## config.mk

```make
export PLATFORM = sky130hd
export DESIGN_NAME = mib_cmd_arb
export DESIGN_NICKNAME = d
export VERILOG_FILES = /design/src/rtl/mib_pkg.sv /design/src/rtl/mib_rr_pick.sv /design/src/rtl/mib_cmd_arb.sv
export SDC_FILE = /design/constraint.sdc
export NUM_CORES = 1
export LEC_CHECK = 0
export CORE_AREA = 2 2 126 128
export CTS_CLUSTER_SIZE = 40
export DETAILED_ROUTE_END_ITERATION = 16
export DIE_AREA = 0 0 128 130
export PLACE_DENSITY = 0.77
export RECOVER_POWER = 50
export SLEW_MARGIN = 15
export SYNTH_ARGS = -nofsm -noshare
export SYNTH_HDL_FRONTEND = slang
export SYNTH_SLANG_ARGS = --single-unit
```

## constraint.sdc

```tcl
create_clock -name clk -period 1.85 [get_ports clk]
set_input_delay 0.37 -clock clk [delete_from_list [all_inputs] [get_ports clk]]
set_output_delay 0.37 -clock clk [all_outputs]
set_load 0.01 [all_outputs]
```

## src/rtl/mib_pkg.sv

```systemverilog
// Shared definitions for the MIB command path: bus widths, ack timeout,
// timeout read-data pattern, arbiter state encoding and the command record.
package mib_pkg;

  localparam int MIB_ADDR_BITS        = 26;
  localparam int MIB_DATA_BITS        = 32;
  localparam int CMD_ACK_TIMEOUT_CLKS = 16;
  localparam logic [31:0] TIMEOUT_RDATA = 32'hDEAD_BEEF;

  // Arbiter sequencing states; IDLE is encoded as 0 so reset shows 0 on debug.
  typedef enum logic [1:0] {
    ARB_IDLE  = 2'd0,
    ARB_ISSUE = 2'd1,
    ARB_WAIT  = 2'd2,
    ARB_DONE  = 2'd3
  } arb_state_e;

  // One MIB command as presented by a requester.
  typedef struct packed {
    logic                     rd_wr_n;
    logic [MIB_ADDR_BITS-1:0] addr;
    logic [MIB_DATA_BITS-1:0] wdata;
  } mib_cmd_t;

endpackage

```

## src/rtl/mib_rr_pick.sv

```systemverilog
// Combinational round-robin select: first pending requester at or after
// rr_ptr, wrapping around NUM_REQ.
module mib_rr_pick #(
  parameter int NUM_REQ = 2,
  parameter int IDX_W   = (NUM_REQ > 1) ? $clog2(NUM_REQ) : 1
) (
  input  logic [NUM_REQ-1:0] pend,
  input  logic [IDX_W-1:0]   rr_ptr,
  output logic [IDX_W-1:0]   grant_idx,
  output logic               grant_any
);

  localparam int SW = IDX_W + 1;

  logic [SW-1:0] sum;

  // Scan from the farthest offset down so the nearest pending bit wins.
  always_comb begin
    grant_any = 1'b0;
    grant_idx = '0;
    sum       = '0;
    for (int i = NUM_REQ - 1; i >= 0; i--) begin
      sum = {1'b0, rr_ptr} + SW'(i);
      if (sum >= SW'(NUM_REQ)) begin
        sum = sum - SW'(NUM_REQ);
      end
      if (pend[sum[IDX_W-1:0]]) begin
        grant_any = 1'b1;
        grant_idx = sum[IDX_W-1:0];
      end
    end
  end

endmodule

```

## src/rtl/mib_cmd_arb.sv

```systemverilog
// Round-robin arbiter/sequencer sharing the MIB command port between
// requesters, with an ack timeout and per-requester completion status.
//
// Handshake: a requester pulses req_vld for one cycle and holds its fields
// until req_busy drops; req_ack (with req_err on timeout) pulses for one cycle
// at completion. On the bus side cmd_vld stays high until cmd_ack is sampled
// high or the timeout expires; cmd_ack outside the WAIT state is ignored.
module mib_cmd_arb
  import mib_pkg::*;
#(
  parameter int NUM_REQ          = 2,
  parameter int ADDR_BITS        = mib_pkg::MIB_ADDR_BITS,
  parameter int DATA_BITS        = mib_pkg::MIB_DATA_BITS,
  parameter int ACK_TIMEOUT_CLKS = mib_pkg::CMD_ACK_TIMEOUT_CLKS,
  parameter logic [DATA_BITS-1:0] TIMEOUT_RDATA = DATA_BITS'(mib_pkg::TIMEOUT_RDATA)
) (
  input  logic                           clk,
  input  logic                           rst_n,
  input  logic [NUM_REQ-1:0]             req_vld,
  input  logic [NUM_REQ-1:0]             req_rd_wr_n,
  input  logic [NUM_REQ*ADDR_BITS-1:0]   req_addr,
  input  logic [NUM_REQ*DATA_BITS-1:0]   req_wdata,
  output logic [NUM_REQ-1:0]             req_busy,
  output logic [NUM_REQ-1:0]             req_ack,
  output logic [NUM_REQ-1:0]             req_err,
  output logic [DATA_BITS-1:0]           req_rdata,
  output logic                           cmd_vld,
  output logic                           cmd_rd_wr_n,
  output logic [ADDR_BITS-1:0]           cmd_addr,
  output logic [DATA_BITS-1:0]           cmd_wdata,
  input  logic                           cmd_ack,
  input  logic [DATA_BITS-1:0]           cmd_rdata,
  output logic [1:0]                     dbg_state
);

  localparam int IDX_W = (NUM_REQ > 1) ? $clog2(NUM_REQ) : 1;
  localparam int TMO_W = $clog2(ACK_TIMEOUT_CLKS + 1);

  arb_state_e           state_q, state_d;
  logic [NUM_REQ-1:0]   pend_q;
  logic [IDX_W-1:0]     rr_ptr_q;
  logic [IDX_W-1:0]     grant_q;
  logic [IDX_W-1:0]     pick_idx;
  logic                 pick_any;
  logic [TMO_W-1:0]     tmo_cnt_q;
  logic                 tmo_hit;
  logic                 err_q;
  logic [DATA_BITS-1:0] rdata_q;
  logic [NUM_REQ-1:0]   pick_oh;
  logic [NUM_REQ-1:0]   done_oh;
  logic [NUM_REQ-1:0]   grant_clr;
  logic [NUM_REQ-1:0]   done_clr;
  logic                 sel_rd_wr_n;
  logic [ADDR_BITS-1:0] sel_addr;
  logic [DATA_BITS-1:0] sel_wdata;

  mib_rr_pick #(
    .NUM_REQ (NUM_REQ),
    .IDX_W   (IDX_W)
  ) u_pick (
    .pend      (pend_q),
    .rr_ptr    (rr_ptr_q),
    .grant_idx (pick_idx),
    .grant_any (pick_any)
  );

  assign tmo_hit   = (tmo_cnt_q == TMO_W'(ACK_TIMEOUT_CLKS - 1));
  assign pick_oh   = NUM_REQ'(1) << pick_idx;
  assign done_oh   = NUM_REQ'(1) << grant_q;
  assign grant_clr = (state_q == ARB_IDLE && pick_any) ? pick_oh : '0;
  assign done_clr  = (state_q == ARB_DONE) ? done_oh : '0;
  assign dbg_state = state_q;

  // Mux the picked requester's command fields for capture at grant.
  always_comb begin
    sel_rd_wr_n = 1'b0;
    sel_addr    = '0;
    sel_wdata   = '0;
    for (int i = 0; i < NUM_REQ; i++) begin
      if (pick_idx == IDX_W'(i)) begin
        sel_rd_wr_n = req_rd_wr_n[i];
        sel_addr    = req_addr[i*ADDR_BITS +: ADDR_BITS];
        sel_wdata   = req_wdata[i*DATA_BITS +: DATA_BITS];
      end
    end
  end

  // Next-state logic; ack takes precedence over a coincident timeout.
  always_comb begin
    state_d = state_q;
    case (state_q)
      ARB_IDLE:  if (pick_any) state_d = ARB_ISSUE;
      ARB_ISSUE: state_d = ARB_WAIT;
      ARB_WAIT:  if (cmd_ack || tmo_hit) state_d = ARB_DONE;
      ARB_DONE:  state_d = ARB_IDLE;
      default:   state_d = ARB_IDLE;
    endcase
  end

  // State register.
  always_ff @(posedge clk or negedge rst_n) begin
    if (!rst_n) state_q <= ARB_IDLE;
    else        state_q <= state_d;
  end

  // Pending and busy bookkeeping; strobes from busy requesters are dropped.
  always_ff @(posedge clk or negedge rst_n) begin
    if (!rst_n) begin
      pend_q   <= '0;
      req_busy <= '0;
    end else begin
      pend_q   <= (pend_q | (req_vld & ~req_busy)) & ~grant_clr;
      req_busy <= (req_busy | req_vld) & ~done_clr;
    end
  end

  // Command capture, bus drive, timeout counting and completion reporting.
  always_ff @(posedge clk or negedge rst_n) begin
    if (!rst_n) begin
      grant_q     <= '0;
      rr_ptr_q    <= '0;
      tmo_cnt_q   <= '0;
      err_q       <= 1'b0;
      rdata_q     <= '0;
      cmd_vld     <= 1'b0;
      cmd_rd_wr_n <= 1'b0;
      cmd_addr    <= '0;
      cmd_wdata   <= '0;
      req_ack     <= '0;
      req_err     <= '0;
      req_rdata   <= '0;
    end else begin
      req_ack   <= '0;
      req_err   <= '0;
      req_rdata <= '0;
      case (state_q)
        ARB_IDLE: begin
          if (pick_any) begin
            grant_q     <= pick_idx;
            cmd_rd_wr_n <= sel_rd_wr_n;
            cmd_addr    <= sel_addr;
            cmd_wdata   <= sel_wdata;
          end
        end
        ARB_ISSUE: begin
          cmd_vld   <= 1'b1;
          tmo_cnt_q <= '0;
          err_q     <= 1'b0;
        end
        ARB_WAIT: begin
          if (cmd_ack) begin
            cmd_vld <= 1'b0;
            rdata_q <= cmd_rdata;
            err_q   <= 1'b0;
          end else if (tmo_hit) begin
            cmd_vld <= 1'b0;
            rdata_q <= TIMEOUT_RDATA;
            err_q   <= 1'b1;
          end else begin
            tmo_cnt_q <= tmo_cnt_q + 1'b1;
          end
        end
        ARB_DONE: begin
          req_ack   <= done_oh;
          req_err   <= err_q ? done_oh : '0;
          req_rdata <= cmd_rd_wr_n ? rdata_q : '0;
          rr_ptr_q  <= (grant_q == IDX_W'(NUM_REQ - 1)) ? '0 : grant_q + 1'b1;
        end
        default: ;
      endcase
    end
  end

endmodule

```

**After elaboration in Yosys (flattened, before gate mapping)**

Cells that the tools add are included.

- Bits of input ports: 155
- Register bits: 142
- Logic and storage cells: 87
- Output and inout bits: 100

- Eq/ne operators: 9
- Muxes and demuxes: 34
- Add/sub/neg operators: 5
- Reduce and logical (&&, ||, !) cells: 10
- Shift-type cells: 2
- Bitwise logic cells: 8
- Magnitude comparators: 4

Operators by type and width:

| cell | number |
|---|---|
| $mux 32 | 5 |
| $mux 26 | 1 |
| $mux 1 | 16 |
| $mux 2 | 6 |
| $mux 5 | 2 |
| $pmux 5 s2 | 1 |
| $ne 2x2->1 const B | 4 |
| $pmux 2 s4 | 1 |
| $reduce_and 2->1 | 4 |
| $and 2x2->2 | 3 |
| $not 2->2 | 3 |
| $add 5x1->5 const B | 1 |
| $eq 5x4->1 const B | 1 |
| $eq 2x2->1 const B | 2 |
| $lt 1x2->1 const B | 2 |
| $or 2x2->2 | 2 |
| $pmux 1 s2 | 2 |
| $reduce_bool 2->1 | 2 |
| $shl 1x1->2 const A | 2 |
| $ne 3x3->1 const B | 1 |
| $reduce_and 3->1 | 1 |
| $add 1x1->2 const B | 1 |
| $eq 2x1->1 const B | 1 |
| $ge 1x2->1 const B | 1 |
| other kinds (6) | 7 |

**Logic depth before layout (Yosys ltp)**

Gate-level depths: netlist (run 1).

- Depth after elaboration: 11
- Gate-level depth with buffers: 7
- Mapped depth without buffers: 6

**By module**

From an unflattened synthesis (run 1), not the netlist that was laid out.

- Cell total of the unflattened synthesis: 488
- Area, all modules: 5729.2 um^2

By module, submodules not included:

| module | area an instance (um^2) | cells each | times used | sequential area each (um^2) |
|---|---|---|---|---|
| mib_cmd_arb | 5711.7 | 485 | 1 | 3553.4 |
| mib_rr_pick | 17.5 | 3 | 1 | 0.0 |

**Worst setup path before layout (run 1)**

No wires, ideal clock.

- Path type: register -> register
- From: reg tmo_cnt_q[0]
- To: reg tmo_cnt_q[3]
- Setup time: 0.126 ns
- Required time: 1.724 ns
- Arrival: 1.861 ns
- Cell stages (with the launch flop): 8
- Slack: -0.137 ns
- Clock period less this slack: 1.987 ns
- Path buffers: 1
- Cells stage by stage: dfrtp_1 ha_1 and3_1 ha_1 or2_1 buf_6 or2_0 a311o_1

- Word-level cells in the longest chain between the ends: 4
- Elaborated cells on any way between the ends: 7
- Those cells by class: add/sub (1); eq/ne (2); mux (3); reduce/logical (1)

Ends and longest elaborated chain:

| element | line | text |
|---|---|---|
| start, declared | mib_cmd_arb.sv:45 | `logic [TMO_W-1:0] tmo_cnt_q;` |
| start signal, assigned | mib_cmd_arb.sv:160 | `tmo_cnt_q <= tmo_cnt_q + 1'b1;` |
| $add 5x1->5 | mib_cmd_arb.sv:160 |  |
| $mux 5 | mib_cmd_arb.sv:155 | `end else if (tmo_hit) begin` |
| $mux 5 | mib_cmd_arb.sv:151 | `if (cmd_ack) begin` |
| $pmux 5 s2 | mib_cmd_arb.sv:136 | `case (state_q)` |

Parallel ways exist; a longest one is shown, timed or not. The select of a mux whose other input is x is not followed.
A chain may end at the register's enable or synchronous reset.

**Worst setup path in the final report (run 1)**

Ends and elaborated chain as after synthesis.

==> results of run 1 <==
worst reg2reg max path, stage by stage (launching register included):
cell and delay (ns):
sky130_fd_sc_hd__dfrtp_1 0.38, sky130_fd_sc_hd__ha_2 0.21, sky130_fd_sc_hd__and3_4 0.16, sky130_fd_sc_hd__ha_4 0.17
sky130_fd_sc_hd__or2_4 0.25, sky130_fd_sc_hd__or2_0 0.21, sky130_fd_sc_hd__a311o_1 0.30
through the flow:
step / total power [µW] / hold WS (ns) / util [%]
after floorplan: 7930 / 0.0744 / -
after global placement: 10800 / 0.359 / 55.1
after detailed placement: 11100 / 0.373 / 55.1
after CTS: 14500 / 0.486 / 58.9
after global routing: 15200 / 0.522 / 58.8
final: 14300 / 0.505 / 58.8
report_power, final:
part           total, µW  switching [µW]  internal, µW
clock               3310            1420          1890
combinational       6050            2670          3380
sequential          4980             652          4330
total              14300            4740          9600
layer usage:
layer  share of wire [%]  wire length [µm]  vias to the layer above
met1                  40              6760                     2339
met2                  52              8800                      194
met3                 5.1               865                       40
li1                    -                 -                     2119
met4                 2.8               477                        0
met5                   0                 0                        -
worst max-delay path by stage:
stage,from,end,slack [ns],depth (start not counted)
2_1_floorplan,tmo_cnt_q[0],tmo_cnt_q[3],0.01,7
3_3_place_gp,tmo_cnt_q[1],tmo_cnt_q[3],0.08,7
3_5_place_dp,tmo_cnt_q[1],tmo_cnt_q[3],0.01,7
4_1_cts,tmo_cnt_q[1],tmo_cnt_q[3],0.03,6
5_1_grt,rst_n,cmd_addr[0],-0.01,3
6_report,tmo_cnt_q[0],tmo_cnt_q[3],0.06,6
flip-flops by register name (all words and copies together) (netlist names), 2 cells and up:
name	count
tmo_cnt_q	5
req_rdata	32
req_busy	2
req_ack	2
rdata_q	32
pend_q	2
dbg_state	2
req_err	2
cmd_addr	26
cmd_wdata	32
cells in the mapped netlist, drive strengths merged:
library cell / instances
a22oi: 1
mux2: 1
a21oi: 4
a211o: 1
a2bb2oi: 1
or3b: 1
a22o: 8
a21o: 1
a221o: 59
a31oi: 1
inv: 8
o22a: 25
nand2b: 1
o311ai: 1
buf: 12
nand3: 4
and3: 34
a311o: 1
nor4: 1
dfrtp: 142
ha: 6
nand2: 7
o221ai: 1
o22ai: 1
and2: 62
clkbuf: 20
or2: 2
o32ai: 1
nor2: 13
o21ai: 3
nor2b: 3
logic make-up (layout without fill, tap and decap cells):
logic type,Yosys count,count (layout),synth area share [%]
mux,1,1,0.203
simple gates,128,128,13.5
buf+inv,40,318,3.06
fa+ha+maj,6,6,1.35
flops,142,142,63.9
compound gates,109,109,18.0
layout make-up:
class	instances	area (µm²)	share of cell area, %
sequential	142	3550	39.2
clock buffer	17	425	4.69
clock inverter	15	149	1.64
inverter	8	30.0	0.331
timing repair buffer	278	2770	30.6
multi-input combinational	244	1900	20.9
tap	192	240	2.65
timing repair:
item                                    in CTS  in global routing
endpoints found under the setup margin       3                 19
hold buffers                                 1                  0
hold endpoints to repair                    55                  0
pin swaps                                    0                  2
gates resized for setup                      3                  3
cell usage in the layout, fill, tap and decap left out, types with 8 or more instances in the layout:
master	instances
sky130_fd_sc_hd__inv_1	8
sky130_fd_sc_hd__buf_4	12
sky130_fd_sc_hd__and2_1	13
sky130_fd_sc_hd__nor2_1	13
sky130_fd_sc_hd__and3_1	33
sky130_fd_sc_hd__a22o_1	8
sky130_fd_sc_hd__and2_0	48
sky130_fd_sc_hd__o22a_1	25
sky130_fd_sc_hd__clkbuf_16	17
sky130_fd_sc_hd__a221o_1	59
sky130_fd_sc_hd__clkdlybuf4s50_1	247
sky130_fd_sc_hd__dfrtp_1	142
==> impl_metrics.env, run 1 <==
export IMPL_outcome="finished, final reports clean"
export IMPL_period_minus_slack_ns=1.79
export IMPL_yosys_cell_types_count=38
export IMPL_achievable_frequency_ghz=0.558
export IMPL_netlist_area_leader_share_pct=63.9
export IMPL_die_height_um=130
export IMPL_number_of_warning_messages_in_the_yosys_log=0
export IMPL_cts_buffers_inserted=17
export IMPL_terminating_pin_of_the_worst_hold_path="rdata_q[28]"
export IMPL_worstSetupEndpointType="register"
export IMPL_final_setup_worst_slack_ns=0.0570
export IMPL_drt_iter0_drc=286
export IMPL_drive_above_1_share_pct=9.09
export IMPL_routed_wl_per_cell_um=18.9
export IMPL_cap_violations=0
export IMPL_crit_reg2reg_capture="tmo_cnt_q[3]"
export IMPL_tritoncts="yes"
export IMPL_grt_use_met2_pct=34.9
export IMPL_grt_antenna_before_repair=0
export IMPL_cp_start_kind="register"
export IMPL_sequential_area_share_after_synthesis_pct=63.9
export IMPL_cp_arrival_ns=2.10
export IMPL_via_count_of_the_first_global_routing_pass=4881
export IMPL_postLayoutCellArea_mm2=0.00907
export IMPL_critical_path_max_fanout=4
export IMPL_timing_setup_critical_path_class="register to register"
export IMPL_place_inst=863
export IMPL_globalRoute_totalOverflow=0
export IMPL_root_buffer="sky130_fd_sc_hd__clkbuf_16"
export IMPL_drt_pass1_iterations=6
export IMPL_clockBufferDepth=2
export IMPL_hold_fails_final_rpt=0
export IMPL_starting_density_of_the_core_pct=36.0
export IMPL_post_cts_setup_buffer_count=0
export IMPL_clock_tree_htree_level_count=4
export IMPL_worst_path_max_delay_cell="sky130_fd_sc_hd__dfrtp_1"
export IMPL_slew_limit_headroom_pct=47.9
export IMPL_min_path_cells=1
export IMPL_flow_area_growth_from_synthesis_pct=63.1
export IMPL_vias_per_cell=5.24
export IMPL_setup_reg_to_reg_worst_slack_ns=0.06
export IMPL_gp_routability_congestion=0.786
export IMPL_syn_nets=587
export IMPL_globalRoute_busiestLayer="met2"
export IMPL_fin_max_slew_vios=0
export IMPL_grt_max_degree=59
export IMPL_met3_global_route_usage_pct=4.72
export IMPL_final_setup_tns_ns=0
export IMPL_die_width_um=128
export IMPL_grt_pass1_wl_mm=26.0
export IMPL_hold_path_class="register to register"
export IMPL_netlist_top_cells_area="sky130_fd_sc_hd__dfrtp_1, sky130_fd_sc_hd__a221o_1, sky130_fd_sc_hd__and2_0"
export IMPL_rows=46
export IMPL_ratio_of_total_power_to_cell_area_mw_per_mm2=1580
export IMPL_antenna_cells_inserted=0
export IMPL_worst_r2r_cell_count=6
export IMPL_setup_viol_count_final=0
export IMPL_final_nets=852
export IMPL_leakagePower_uw=0.00396
export IMPL_rsz0062_at_grt="true"
export IMPL_num_io_pins=255
export IMPL_crit_buf_inv=0
export IMPL_tightest_slew_ns=0.782
export IMPL_detailedPlace_worstSlack_ns=0.0133
export IMPL_crit_chain="ha_2 > and3_4 > ha_4 > or2_4 > or2_0 > a311o_1"
export IMPL_critPathTopFamily="simple AND/OR/NAND/NOR gates"
export IMPL_clk_latency_ns=0.42
export IMPL_worst_endpoint_required_ns=2.15
export IMPL_finClkSkew_ns=0.0112
export IMPL_core_area_mm2=0.0154
export IMPL_synthDominantAreaCellType="sky130_fd_sc_hd__dfrtp_1"
export IMPL_cts_reportedPaths_clkPinSlew_ns=0.06
export IMPL_filler_cell_count=1236
export IMPL_clkSinkCount=142
export IMPL_detailed_place_area_mm2=0.00850
export IMPL_die_area_mm2=0.0166
export IMPL_dp_hpwl_mm=12.1
export IMPL_detail_route_drc_violations=0
export IMPL_ir_worst_vdd_v=0.000837
export IMPL_holdCritStartpoint="rdata_q[28]"
export IMPL_fin_crit_sh_pct=96.9
export IMPL_port_buffers=254
export IMPL_synthesis_instances=426
export IMPL_ys_ff_latch=142
export IMPL_final_antenna_net_count=0
export IMPL_syn_area_mm2=0.00556
export IMPL_dr_total_vias=4692
export IMPL_cp_slowest_stage_delay_ns=0.38
export IMPL_groute_layer_met1_usage_pct=24.6
export IMPL_final_cell_count_no_fill=896
export IMPL_global_route_usage_total_pct=20.4
export IMPL_avgSynthCellArea_um2=13.0
export IMPL_rr_startpoint="tmo_cnt_q[0]"
export IMPL_routed_wl_mm=16.9
(Power assumes the default switching activity.)
==> run 2: changes to the inputs <==
CELL_PAD_IN_SITES_DETAIL_PLACEMENT = 1   (was default)
CELL_PAD_IN_SITES_GLOBAL_PLACEMENT = 1   (was default)
CORE_AREA = 2 2 142 144   (was 2 2 126 128)
DIE_AREA = 0 0 144 146   (was 0 0 128 130)
PLACE_DENSITY = 0.78   (was 0.77)
==> run 2 against run 1 <==
Effect of this change:
- clock skew fell by 0.0028 ns
- final cell count is 8.1% higher
- critical path type unchanged
- critical path depth unchanged
- fmax is 1.2% lower
- clock power is 5% higher
- highest routed layer unchanged
- design area rose by 1.2%
- global-route usage shrank 1.3 points
- count of clock-buffer cells in the layout grew 1
- setup slack worse by 0.022 ns
- combinational power grew 1%
==> impl_metrics.env, run 2 (synthesis results as in run 1) <==
export IMPL_final_nets=853
export IMPL_hold_fails_final_rpt=0
export IMPL_mostFrequentLayoutCell="sky130_fd_sc_hd__clkdlybuf4s50_1"
export IMPL_flow_area_growth_from_synthesis_pct=65.1
export IMPL_clk_latency_ns=0.42
export IMPL_grt_antenna_before_repair=0
export IMPL_ir_worst_vdd_v=0.000558
export IMPL_clock_tree_htree_level_count=4
export IMPL_core_utilization_of_the_finished_layout_pct=47.5
export IMPL_outcome="finished, final reports clean"
export IMPL_antenna_cells_inserted=0
export IMPL_final_antenna_net_count=0
export IMPL_filler_cell_count=2048
export IMPL_worst_path_max_delay_cell="sky130_fd_sc_hd__dfrtp_1"
export IMPL_port_buffers=254
export IMPL_drt_pass1_iterations=5
export IMPL_clkSinkCount=142
export IMPL_num_io_pins=255
export IMPL_m1WireLength_mm=7.48
export IMPL_grt_pass1_wl_mm=30.4
export IMPL_slew_limit_headroom_pct=21.6
export IMPL_routed_wl_per_cell_um=20.0
export IMPL_root_buffer="sky130_fd_sc_hd__clkbuf_16"
export IMPL_tightest_slew_ns=1.18
export IMPL_die_area_mm2=0.0210
export IMPL_leakagePower_uw=0.00398
export IMPL_setup_viol_count_final=0
export IMPL_cp_arrival_ns=2.11
export IMPL_worstSetupEndpointType="register"
export IMPL_via_count_of_the_first_global_routing_pass=5304
export IMPL_dp_hpwl_mm=14.1
export IMPL_routed_wl_met2_mm=10.6
export IMPL_period_minus_slack_ns=1.82
export IMPL_core_area_mm2=0.0193
export IMPL_met3RoutedLength_um=826
export IMPL_die_height_um=146
export IMPL_final_cell_count_no_fill=969
export IMPL_global_route_usage_total_pct=19.0
export IMPL_achievable_frequency_ghz=0.551
export IMPL_cp_slowest_stage_delay_ns=0.40
export IMPL_starting_density_of_the_core_pct=28.8
export IMPL_crit_chain="ha_2 > and3_4 > ha_4 > or2_4 > or2_0 > a311o_1"
export IMPL_grt_max_degree=61
export IMPL_place_inst=935
export IMPL_layout_common_cells="sky130_fd_sc_hd__clkdlybuf4s50_1, sky130_fd_sc_hd__dfrtp_1, sky130_fd_sc_hd__a221o_1, sky130_fd_sc_hd__and2_0, sky130_fd_sc_hd__and3_1"
export IMPL_top_layer="met4"
export IMPL_critPathTopFamily="simple AND/OR/NAND/NOR gates"
export IMPL_fin_crit_sh_pct=98.1
export IMPL_rows=51
export IMPL_gp_routability_congestion=0.798
export IMPL_die_width_um=144
export IMPL_crit_buf_inv=0
export IMPL_rsz0062_at_grt="true"
export IMPL_clockBufferDepth=2
export IMPL_timing_setup_critical_path_class="register to register"
export IMPL_cts_reportedPaths_clkPinSlew_ns=0.06
export IMPL_cap_violations=0
export IMPL_tritoncts="yes"
export IMPL_ratio_of_total_power_to_cell_area_mw_per_mm2=1590
export IMPL_routed_wl_mm=19.4
export IMPL_globalRoute_totalOverflow=0
export IMPL_largestRegisters="cmd_wdata x32, rdata_q x32, req_rdata x32"
export IMPL_drive_above_1_share_pct=9.38
export IMPL_vias_per_cell=4.82
export IMPL_worst_endpoint_required_ns=2.15
export IMPL_critical_path_max_fanout=4
export IMPL_post_layout_total_power_uw=14600
export IMPL_finClkSkew_ns=0.00844
export IMPL_hold_path_class="register to register"
export IMPL_drt_iter0_drc=167
export IMPL_cts_buffers_inserted=17
export IMPL_cp_start_kind="register"
export IMPL_dr_total_vias=4670
export IMPL_fin_max_slew_vios=0
export IMPL_detail_route_drc_violations=0
==> run 2: cell count changes in the layout (fill, tap and decap cells not counted), moves of 2 or more <==
cell and change:
sky130_fd_sc_hd__buf_4 +4, sky130_fd_sc_hd__clkbuf_4 -2, sky130_fd_sc_hd__clkinv_4 +2, sky130_fd_sc_hd__dlygate4sd2_1 -2, sky130_fd_sc_hd__inv_6 -2
==> run 2: path summary, 6_finish.rpt <==
path	from	to	slack [ns]	cells past startpoint
setup / recovery	tmo_cnt_q[1]	tmo_cnt_q[3]	0.03	6
hold / removal	rdata_q[4]	rdata_q[4]	0.50	1
setup reg to reg	tmo_cnt_q[1]	tmo_cnt_q[3]	0.03	6
hold reg to reg	rdata_q[4]	rdata_q[4]	0.50	1
max in group asynchronous	rst_n	cmd_addr[23]	0.25	3
min in group asynchronous	rst_n	req_ack[0]	0.74	2
==> run 2: final cells by class <==
cell class                      count  area [µm²]  area share [%]
Clock buffer                       18         439            4.78
Clock inverter                     13         155            1.69
Inverter                            8        30.0           0.327
Multi-Input combinational cell    244        1900            20.7
Sequential cell                   142        3550            38.7
Tap cell                          265         332            3.61
Timing Repair Buffer              279        2770            30.2
==> run 2: where the power goes <==
part / switching [µW] / total (µW) / internal [µW]
Sequential: 677 / 5000 / 4320
Combinational: 2760 / 6140 / 3380
Clock: 1430 / 3480 / 2050
Total: 4860 / 14600 / 9750
==> run 2: layer usage <==
metal | GRT usage (%) | vias up
li1 | - | 2114
met1 | 21.8 | 2387
met2 | 34.8 | 139
met3 | 3.46 | 30
met4 | 7.06 | 0
met5 | 0 | -
==> run 2: metrics by stage <==
stage               hold WS [ns]  setup WS [ns]  cell area (µm²)  TNS [ns]
finish                     0.501         0.0347             9180         0
global route               0.520       -0.00364             9180  -0.00364
CTS                        0.475         0.0104             9180         0
detailed placement         0.360        -0.0367             8570   -0.0448
global placement           0.333         0.0591             8570         0
floorplan                 0.0744         0.0127             5580         0
==> run 2: what timing repair did <==
item | in CTS | in global routing
hold buffers | 1 | 0
buffers inserted | 0 | 2
setup endpoints to repair | 1 | 9
pin swaps | 0 | 1
hold endpoints to repair | 46 | 0
gates resized for setup | 1 | 4
